### src/rtl/ps2_scancode_decoder_if.sv
// ps2_scancode_decoder_if: byte-stream input and key-event output bundle of the set-2 scancode decoder
// Ports (slave = decoder view):
//   received/value/error  in   receive-stage strobe, byte, sticky parity error
//   keyRead               in   consumer pops the head entry
//   keyValid/keyCode/keyExt/keyRelease  out  FIFO head entry
//   shiftHeld/ctrlHeld/altHeld          out  modifier held state
//   overflow/linkError                  out  sticky drop flag, registered error
interface ps2_scancode_decoder_if;
    logic       received;
    logic [7:0] value;
    logic       error;
    logic       keyRead;
    logic       keyValid;
    logic [7:0] keyCode;
    logic       keyExt;
    logic       keyRelease;
    logic       shiftHeld;
    logic       ctrlHeld;
    logic       altHeld;
    logic       overflow;
    logic       linkError;
    modport master (
        output received, value, error, keyRead,
        input  keyValid, keyCode, keyExt, keyRelease, shiftHeld, ctrlHeld, altHeld, overflow, linkError
    );
    modport slave (
        input  received, value, error, keyRead,
        output keyValid, keyCode, keyExt, keyRelease, shiftHeld, ctrlHeld, altHeld, overflow, linkError
    );
endinterface

### src/rtl/ps2_scancode_decoder.sv
// ps2_scancode_decoder: folds PS/2 set-2 prefix sequences into key events, queues them, tracks modifiers
// Ports:
//   slowClk  in  system clock (shared with the PS/2 receive stage)
//   reset    in  asynchronous active-low reset
//   bus      slave modport of ps2_scancode_decoder_if (byte input, event FIFO head, modifier/status flags)
module ps2_scancode_decoder #(
    parameter int DEPTH = 4
) (
    input logic             slowClk,
    input logic             reset,
    ps2_scancode_decoder_if.slave bus
);
    localparam int AW = $clog2(DEPTH);
    typedef enum logic [2:0] {IDLE, EXT, BRK, EXTBRK, PAUSE} state_t;
    state_t      state, state_nx;
    logic [2:0]  skip, skip_nx;
    logic        push, push_rel, push_ext;
    logic [7:0]  b, push_code;
    logic        is_pre, is_shift, is_noise;
    logic [9:0]  mem [DEPTH];
    logic [AW-1:0] wr_ptr, rd_ptr;
    logic [AW:0] count;
    logic        full, empty, pop, wr;
    logic [9:0]  head;
    logic        lshift, rshift, ctrl_p, ctrl_e, alt_p, alt_e, overflow, link_error;
    assign b         = bus.value;
    assign is_pre    = b == 8'hE0 || b == 8'hF0 || b == 8'hE1;
    assign is_shift  = b == 8'h12 || b == 8'h59;
    assign is_noise  = b == 8'hAA || b == 8'hFA || b == 8'hEE || b == 8'hFE || b == 8'h00 || b == 8'hFF;
    // The pause sequence reports itself as a single extended E1 event
    assign push_code = state == PAUSE ? 8'hE1 : b;
    always_comb begin
        state_nx = state;
        skip_nx  = skip;
        push     = 1'b0;
        push_rel = 1'b0;
        push_ext = 1'b0;
        if (bus.error)
            state_nx = IDLE;
        else if (bus.received)
            case (state)
                IDLE: begin
                    state_nx = b == 8'hE0 ? EXT : b == 8'hF0 ? BRK : b == 8'hE1 ? PAUSE : IDLE;
                    skip_nx  = b == 8'hE1 ? 3'd7 : skip;
                    push     = !is_pre && !is_noise;
                end
                EXT: begin
                    state_nx = b == 8'hF0 ? EXTBRK : b == 8'hE0 ? EXT : IDLE;
                    push     = b != 8'hF0 && b != 8'hE0 && !is_shift;
                    push_ext = 1'b1;
                end
                BRK: begin
                    state_nx = IDLE;
                    push     = !is_pre;
                    push_rel = 1'b1;
                end
                EXTBRK: begin
                    state_nx = IDLE;
                    push     = !is_pre && !is_shift;
                    push_rel = 1'b1;
                    push_ext = 1'b1;
                end
                PAUSE: begin
                    skip_nx  = skip - 3'd1;
                    state_nx = skip == 3'd1 ? IDLE : PAUSE;
                    push     = skip == 3'd1;
                    push_ext = 1'b1;
                end
                default: state_nx = IDLE;
            endcase
    end
    assign empty = count == '0;
    assign full  = count == (AW+1)'(DEPTH);
    assign pop   = bus.keyRead && !empty;
    // A pop in the same cycle frees the slot, so a full FIFO still accepts the push
    assign wr    = push && (!full || pop);
    always_ff @(posedge slowClk or negedge reset) begin
        if (!reset) begin
            state      <= IDLE;
            skip       <= '0;
            wr_ptr     <= '0;
            rd_ptr     <= '0;
            count      <= '0;
            overflow   <= 1'b0;
            link_error <= 1'b0;
            lshift     <= 1'b0;
            rshift     <= 1'b0;
            ctrl_p     <= 1'b0;
            ctrl_e     <= 1'b0;
            alt_p      <= 1'b0;
            alt_e      <= 1'b0;
        end else begin
            state      <= state_nx;
            skip       <= skip_nx;
            link_error <= bus.error;
            if (wr) wr_ptr <= wr_ptr + 1'b1;
            if (pop) rd_ptr <= rd_ptr + 1'b1;
            count <= count + (AW+1)'(wr) - (AW+1)'(pop);
            if (push && full && !pop) overflow <= 1'b1;
            // Modifiers follow every decoded event, even one dropped for overflow
            if (push && !push_ext && push_code == 8'h12) lshift <= !push_rel;
            if (push && !push_ext && push_code == 8'h59) rshift <= !push_rel;
            if (push && !push_ext && push_code == 8'h14) ctrl_p <= !push_rel;
            if (push && push_ext && push_code == 8'h14) ctrl_e <= !push_rel;
            if (push && !push_ext && push_code == 8'h11) alt_p <= !push_rel;
            if (push && push_ext && push_code == 8'h11) alt_e <= !push_rel;
        end
    end
    always_ff @(posedge slowClk)
        if (wr) mem[wr_ptr] <= {push_rel, push_ext, push_code};
    assign head           = mem[rd_ptr];
    assign bus.keyValid   = !empty;
    assign bus.keyCode    = empty ? 8'h00 : head[7:0];
    assign bus.keyExt     = !empty && head[8];
    assign bus.keyRelease = !empty && head[9];
    assign bus.shiftHeld  = lshift || rshift;
    assign bus.ctrlHeld   = ctrl_p || ctrl_e;
    assign bus.altHeld    = alt_p || alt_e;
    assign bus.overflow   = overflow;
    assign bus.linkError  = link_error;
endmodule

### src/flat_wrapper.sv
// flat-port wrapper written by rule: the top's interface ports become plain ports
module ps2_scancode_decoder_flat 
#(
    parameter int DEPTH = 4
)
  (slowClk, reset, bus_received, bus_value, bus_error, bus_keyRead, bus_keyValid, bus_keyCode, bus_keyExt, bus_keyRelease, bus_shiftHeld, bus_ctrlHeld, bus_altHeld, bus_overflow, bus_linkError);
  ps2_scancode_decoder_if bus_i ();
  input logic slowClk;
  input logic reset;
  input wire logic [$bits(bus_i.received)-1:0] bus_received;
  input wire logic [$bits(bus_i.value)-1:0] bus_value;
  input wire logic [$bits(bus_i.error)-1:0] bus_error;
  input wire logic [$bits(bus_i.keyRead)-1:0] bus_keyRead;
  output wire logic [$bits(bus_i.keyValid)-1:0] bus_keyValid;
  output wire logic [$bits(bus_i.keyCode)-1:0] bus_keyCode;
  output wire logic [$bits(bus_i.keyExt)-1:0] bus_keyExt;
  output wire logic [$bits(bus_i.keyRelease)-1:0] bus_keyRelease;
  output wire logic [$bits(bus_i.shiftHeld)-1:0] bus_shiftHeld;
  output wire logic [$bits(bus_i.ctrlHeld)-1:0] bus_ctrlHeld;
  output wire logic [$bits(bus_i.altHeld)-1:0] bus_altHeld;
  output wire logic [$bits(bus_i.overflow)-1:0] bus_overflow;
  output wire logic [$bits(bus_i.linkError)-1:0] bus_linkError;
  assign bus_i.received = bus_received;
  assign bus_i.value = bus_value;
  assign bus_i.error = bus_error;
  assign bus_i.keyRead = bus_keyRead;
  assign bus_keyValid = bus_i.keyValid;
  assign bus_keyCode = bus_i.keyCode;
  assign bus_keyExt = bus_i.keyExt;
  assign bus_keyRelease = bus_i.keyRelease;
  assign bus_shiftHeld = bus_i.shiftHeld;
  assign bus_ctrlHeld = bus_i.ctrlHeld;
  assign bus_altHeld = bus_i.altHeld;
  assign bus_overflow = bus_i.overflow;
  assign bus_linkError = bus_i.linkError;
  ps2_scancode_decoder #(.DEPTH(DEPTH)) u_core (.slowClk(slowClk), .reset(reset), .bus(bus_i));
endmodule
### config.mk
export PLATFORM = sky130hd
export DESIGN_NAME = ps2_scancode_decoder_flat
export DESIGN_NICKNAME = d
export VERILOG_FILES = /design/src/rtl/ps2_scancode_decoder_if.sv /design/src/rtl/ps2_scancode_decoder.sv /design/src/flat_wrapper.sv
export SDC_FILE = /design/constraint.sdc
export NUM_CORES = 1
export LEC_CHECK = 0
export CAP_MARGIN = 20
export CORE_ASPECT_RATIO = 1.25
export CORE_UTILIZATION = 56
export DETAILED_ROUTE_END_ITERATION = 8
export GPL_TIMING_DRIVEN = 0
export PLACE_DENSITY = 0.89
export REMOVE_ABC_BUFFERS = 1
export SLEW_MARGIN = 30
export SYNTH_ARGS = -nofsm -noshare
export SYNTH_HDL_FRONTEND = slang
export SYNTH_SLANG_ARGS = --single-unit
### constraint.sdc
create_clock -name slowClk -period 2.7 [get_ports slowClk]
set_input_delay 0.27 -clock slowClk [delete_from_list [all_inputs] [get_ports slowClk]]
set_output_delay 0.27 -clock slowClk [all_outputs]
set_load 0.1 [all_outputs]
# Yosys cells after proc, flatten, opt, wreduce, memory -nomap -nowiden

Memory sizes are Yosys's and may differ from the RTL's.
Index checks and enable logic that the tools add are counted.

Flip-flop bits (word level): 21
Input port bits: 13
Memories kept: 1
Output and inout port bits: 16
Word-level logic and storage cells: 113
Bits in writable memories: 40

Memories:

| memory     | words | bits a word | read ports | clocked after Yosys merged registers in | write ports | line                       | text |
|---|---|---|---|---|---|---|---|
| u_core.mem | 4     | 10          | 1          | 0                                       | 1           | ps2_scancode_decoder.sv:20 | `logic [9:0] mem [DEPTH];` |

Bitwise gates (word level): 1
Reductions and logical operators: 46
Equal/unequal tests: 23
Add/sub/neg operators: 5
Mux-type cells: 24

Operators by type and width:

| cell                                          | count |
|---|---|
| == test 8 bit, second input constant          | 8 |
| == test 8 x 5 -> 1 bit, second input constant | 4 |
| 2-to-1 mux 3 bit                              | 8 |
| logical AND 1 bit                             | 18 |
| == test 8 x 7 -> 1 bit, second input constant | 2 |
| 2-to-1 mux 8 bit                              | 2 |
| inequality test 8 bit, second input constant  | 2 |
| logical OR 1 bit                              | 12 |
| 2-to-1 mux 1 bit                              | 11 |
| case mux 3 bit (3 select lines)               | 1 |
| logical NOT 1 bit                             | 8 |
| logical NOT 8 bit                             | 1 |
| == test 3 x 1 -> 1 bit, second input constant | 2 |
| == test 3 x 2 -> 1 bit, second input constant | 2 |
| == test 3 bit, second input constant          | 2 |
| logical NOT 3 bit                             | 2 |
| case mux 3 bit (2 select lines)               | 1 |
| case mux 1 bit (5 select lines)               | 1 |
| adder 2 x 1 -> 2 bit, second input constant   | 2 |
| AND reduction 4 bit                           | 1 |
| nonzero test 2 bit                            | 2 |
| adder 3 x 1 -> 3 bit                          | 1 |
| OR reduction 3 bit                            | 1 |
| subtractor 3 x 1 -> 3 bit                     | 1 |
| 4 further kinds                               | 4 |

# Logic depth before layout (Yosys ltp)

Word-level depth: 14
Depth in mapped cells: 12
Gate-level depth less buffers: 12

# Worst setup path before layout

No wires, ideal clock.

Path kind: register -> output
From: reg u_core.count[1]
To: out bus_keyCode[0]
Stages on the path, launching flop included: 4
Path slack: 0.060 ns
Buffers on the path: 1
Data required time: 2.430 ns
Data arrival time: 2.370 ns
Cell sequence: dfrtp_1 -> or3_1 -> clkbuf_1 -> and2_1

Longest elaborated chain between the ends: 2

Ends and longest elaborated chain:

| item                   | line                        | text |
|---|---|---|
| start, declared        | ps2_scancode_decoder.sv:22  | `logic [AW:0] count;` |
| start signal, assigned | ps2_scancode_decoder.sv:98  | `count <= count + (AW+1)'(wr) - (AW+1)'(pop);` |
| logical NOT 3 bit      | ps2_scancode_decoder.sv:72  | `assign empty = count == '0;` |
| 2-to-1 mux 8 bit       | ps2_scancode_decoder.sv:113 | `assign bus.keyCode = empty ? 8'h00 : head[7:0];` |
| end, declared          | flat_wrapper.sv:15          | `output wire logic [$bits(bus_i.keyCode)-1:0] bus_keyCode;` |

Every way passes these cells.

# Worst setup path after layout

From: in bus_value[0]
To: mem u_core.mem[2][1], enable pin

Longest elaborated chain between the ends: 14
Elaborated cells between the ends (all ways): 34
Those cells by class: 12 x eq/ne; 5 x mux; 17 x reduce/logical

Ends and longest elaborated chain:

| item                                     | line                        | text |
|---|---|---|
| start, declared                          | flat_wrapper.sv:11          | `input wire logic [$bits(bus_i.value)-1:0] bus_value;` |
| == test 8 bit                            | ps2_scancode_decoder.sv:29  | `assign is_noise = b == 8'hAA \|\| b == 8'hFA \|\| b == 8'hEE \|\| b == 8'hFE \|\| b == 8'h00 \|\| b == 8'hFF;` |
| logical OR 1 bit (5 in series)           | ps2_scancode_decoder.sv:29  |  |
| logical NOT 1 bit                        | ps2_scancode_decoder.sv:45  | `push = !is_pre && !is_noise;` |
| logical AND 1 bit                        | ps2_scancode_decoder.sv:45  |  |
| case mux 1 bit (5 select lines) *        | ps2_scancode_decoder.sv:41  | `case (state)` |
| 2-to-1 mux 1 bit *                       | ps2_scancode_decoder.sv:40  | `else if (bus.received)` |
| 2-to-1 mux 1 bit *                       | ps2_scancode_decoder.sv:38  | `if (bus.error)` |
| logical AND 1 bit *                      | ps2_scancode_decoder.sv:76  | `assign wr = push && (!full \|\| pop);` |
| net u_core.wr                            | ps2_scancode_decoder.sv:23  | `logic full, empty, pop, wr;` |
| 2-to-1 mux 1 bit *                       | ps2_scancode_decoder.sv:110 | `if (wr) mem[wr_ptr] <= {push_rel, push_ext, push_code};` |
| 2-to-1 mux 1 bit (implied by the code) * | ps2_scancode_decoder.sv:110 |  |
| end, declared                            | ps2_scancode_decoder.sv:20  |  |

The timed path passes the listed nets; every way through them passes the cells marked *.

==> reports/results.tsv <==
stage	metric	value	unit
status	status	finished, final reports clean	
layout	stdcell_count	313	
synth	yosysWarnings	0	
grt	antenna_found_initial	0	
power	power-per-cell-area	1060	nW/µm²
critical_path	crit_start	bus_value[0]	
layout	layout.nets	270	
floorplanning	die_x	66.2	µm
placement	pre_cts_ws	-0.271	ns
synth	ys_ff_latch	61	
synth	yosys.area_share.simple	17.0	%
sta	clock.fmax	0.385	GHz
sta	maxSlewHeadroom	35.4	%
floorplanning	start_util	59.7	%
clock_network	clk_pin_slew	0.07	ns
critical_path	crit_type	in -> reg	
layout	drive_above_1_share	16.2	%
power	sw_frac_of_total	44.9	%
sta	final.period_utilization	96.2	%
floorplanning	rows	28	
critical_path	r2r-start	u_core.count[2]	
sta	setup_ws	0.104	ns
grt	grt_pass1_wl	8780	µm
floorplanning	design.die.area	5440	µm²
grt	grt_pass1_vias	1840	
critical_path	timing.rr.end	u_core.count[2]	
synth	synth-main-ff-cell	edfxtp_1	
sta	slew_viol_final	0	
detailed_routing	vias	1850	
floorplanning	die_h	82.3	µm
synth	synth_compound_area_share	5.90	%
critical_path	critical_path.top_delay_family	simple AND/OR/NAND/NOR gates	
power	combPwrFrac	44.0	%
sta	hold_viol_final	0	
hold_path	worstHoldPathType	in -> async	
clock_network	clk_latency	0.33	ns
clock_network	cts_tree	built	
layout	multiInputGateArea	1100	µm²
grt	globalRouteOverflowTotal	0	
sta	tightest_slew	0.966	ns
placement	hpwlAfterDp	3650	µm
layout	seq_area	1730	µm²
clock_network	cts-root-buf	clkbuf_8	
detailed_routing	routed_wl	5310	µm
critical_path	reg2reg_slack	0.22	ns
power	power.total	0.00363	W
detailed_routing	wl_per_cell	17.0	µm
power	power_frac_seq	35.2	%
critical_path	crit_arrival	2.61	ns
critical_path	crit_slowest_cell	clkdlybuf4s50_1	
critical_path	crit_fanout	10	
synth	post_synth.cell_area_avg	13.6	µm²
critical_path	worst_r2r_path_depth	9	
critical_path	cpPeakStageDelay	0.63	ns
detailed_routing	vias_per_cell	5.91	
placement	io_buffers	28	
power	p_leak	1.30	nW
synth	synthArstFlopShare	34.4	%
floorplanning	io_pins	29	
sta	min_period	2.60	ns
clock_network	htree_num_levels	3	
critical_path	critPathCaptureType	register	
clock_network	cts.sinks	61	
layout	final_util	70.6	%
placement	dp.cells	295	
critical_path	cp-start-kind	input pin	
run	drv_cap	0	
synth	synth_xor_area_share	1.52	%
detailed_routing	dr.pass1.iters	4	
synth	synthCells	212	
layout	fill_cells	341	
power	pwr-share-clk	20.8	%
layout	area_growth	18.3	%
clock_network	cts_buffers	9	
critical_path	crit_required	2.72	ns
placement	gp_congestion	0.855	
synth	ys_seq_area_share	59.8	%
power	ir_drop	458	µV
synth	muxShareOfSynthArea	9.11	%
clock_network	cts_max_path_buffers	2	
layout	diodes	0	
critical_path	critPathBufInv	2	
critical_path	crit_chain	clkdlybuf4s50_1, or2b_1, nor4_1, o211a_1, nor3_4, buf_4, and2_1	
floorplanning	coreArea	4830	µm²
synth	synth_fa_ha_area_share	4.16	%
power	p_switching	0.00163	W
grt	grt_max_degree	22	
power	p_int	0.00200	W
grt	track_usage	23.0	%
synth	synth_edf_count	40	
detailed_routing	ant_nets	0	
detailed_routing	drc_errors	0	
detailed_routing	first_iter_violations	96	
synth	netlist_area	2890	µm²
synth	synth_top_family_by_area	simple AND/OR/NAND/NOR gates	
sta	skew	0.00455	ns
sta	setup_viol	0	
synth	ys_types	44	
[cell usage after synthesis (3+ instances only)]
cell type,count,area (µm²)
nand2b_1,7,43.8
nor3_1,3,15.0
edfxtp_1,40,1200
xnor2_1,4,35.0
clkbuf_1,3,11.3
dfrtp_1,21,526
and2_1,18,113
a211oi_1,3,22.5
ha_1,8,100
nor2_1,10,37.5
or3_1,3,18.8
nand2_1,9,33.8
mux4_2,10,225
nor4_1,4,25.0
o21ai_0,4,20.0
or2_2,5,31.3
a21oi_1,10,50.1
nand3_1,5,25.0
inv_1,12,45.0
or4_1,4,30.0
[per-stage QoR]
| step | hold slack, ns | cell area [µm²] | TNS [ns] |
|---|---|---|---|
| after floorplan | -0.0256 | 2860 | -0.120 |
| after detailed placement | 0.479 | 3210 | -7.65 |
| after CTS | 0.481 | 3380 | 0 |
| final | 0.433 | 3410 | 0 |
| after global placement | 0.471 | 3210 | -4.94 |
| after global routing | 0.459 | 3410 | -0.00430 |
[layout make-up]
cell class                 count  share of cell area, %
clock buffer                  11                   3.85
clock inverter                 5                   1.50
inverter                      12                   1.32
multi-input combinational    134                   32.2
sequential                    61                   50.6
tap                           60                   2.20
timing repair buffer          30                   8.29
[worst reg2reg max path, cell delays in order, from the launching register on]
cell and delay, ns:
dfrtp_1 0.40, or3_1 0.52, and2_1 0.27, ha_1 0.31
inv_1 0.05, ha_1 0.13, inv_1 0.05, fa_1 0.38
xnor2_1 0.15, xnor2_1 0.12
[sequential cells by signal, summed over array words and instances (netlist names)]
signal	count
u_core.alt_e	1
u_core.rshift	1
u_core.mem	40
u_core.bus.linkError	1
u_core.count	3
u_core.ctrl_p	1
u_core.lshift	1
u_core.bus.overflow	1
u_core.state	3
u_core.wr_ptr	2
u_core.rd_ptr	2
u_core.alt_p	1
u_core.skip	3
u_core.ctrl_e	1
[worst max path at each step]
stage                             endpoint  slack (ns)  cells after the start
after floorplan            u_core.count[2]       -0.12                      9
after global placement     u_core.count[2]       -0.23                     11
after detailed placement   u_core.count[2]       -0.27                     11
after CTS                  u_core.count[2]        0.07                      9
after global routing       u_core.count[2]      -0.004                     10
final                     u_core.mem[2][1]        0.10                      7
[cell families after synthesis]
logic type | Yosys count
AND/OR/NAND/NOR | 80
XOR/XNOR | 5
flip-flops | 61
buffers and inverters | 17
adder cells (fa/ha/maj) | 9
AO/OA/AOI/OAI | 27
multiplexers | 13
[what timing repair did]
item / CTS / global route
pin swaps: 0 / 1
hold buffers: 0 / 1
hold endpoints to repair: 0 / 21
gates resized for setup: 11 / 4
endpoints found under the setup margin: 10 / 42
buffers inserted: 0 / 1
[metal layers]
| metal | track usage [%] | vias to the layer above | share of wire (%) |
|---|---|---|---|
| li1 | - | 858 | - |
| met1 | 26.9 | 918 | 39 |
| met2 | 39.7 | 65 | 54 |
| met3 | 5.77 | 9 | 5.0 |
| met4 | 10.6 | 0 | 1.8 |
| met5 | 0 | - | 0 |
[power by group through the flow]
stage               Clock (W)  Sequential [W]  Combinational, W
CTS                  0.000769         0.00128           0.00161
global placement            0         0.00128           0.00165
floorplan                   0         0.00131           0.00128
detailed placement          0         0.00130           0.00168
global route         0.000804         0.00130           0.00169
finish               0.000755         0.00128           0.00160
[cells in the final DEF (no fill, tap or decap), drive strengths merged, types with 4 or more instances in the layout]
cell            n
xnor2           4
mux4           10
or4             4
ha              8
nor3            4
nand2           9
nand2b          7
or2             5
nand3           5
dlygate4sd2    10
a21oi          11
inv            12
nor2           10
clkdlybuf4s50  16
o21ai           4
clkbuf         11
and2           18
edfxtp         40
nor4            4
dfrtp          21
No activity file was read; power rests on OpenSTA's default activity.
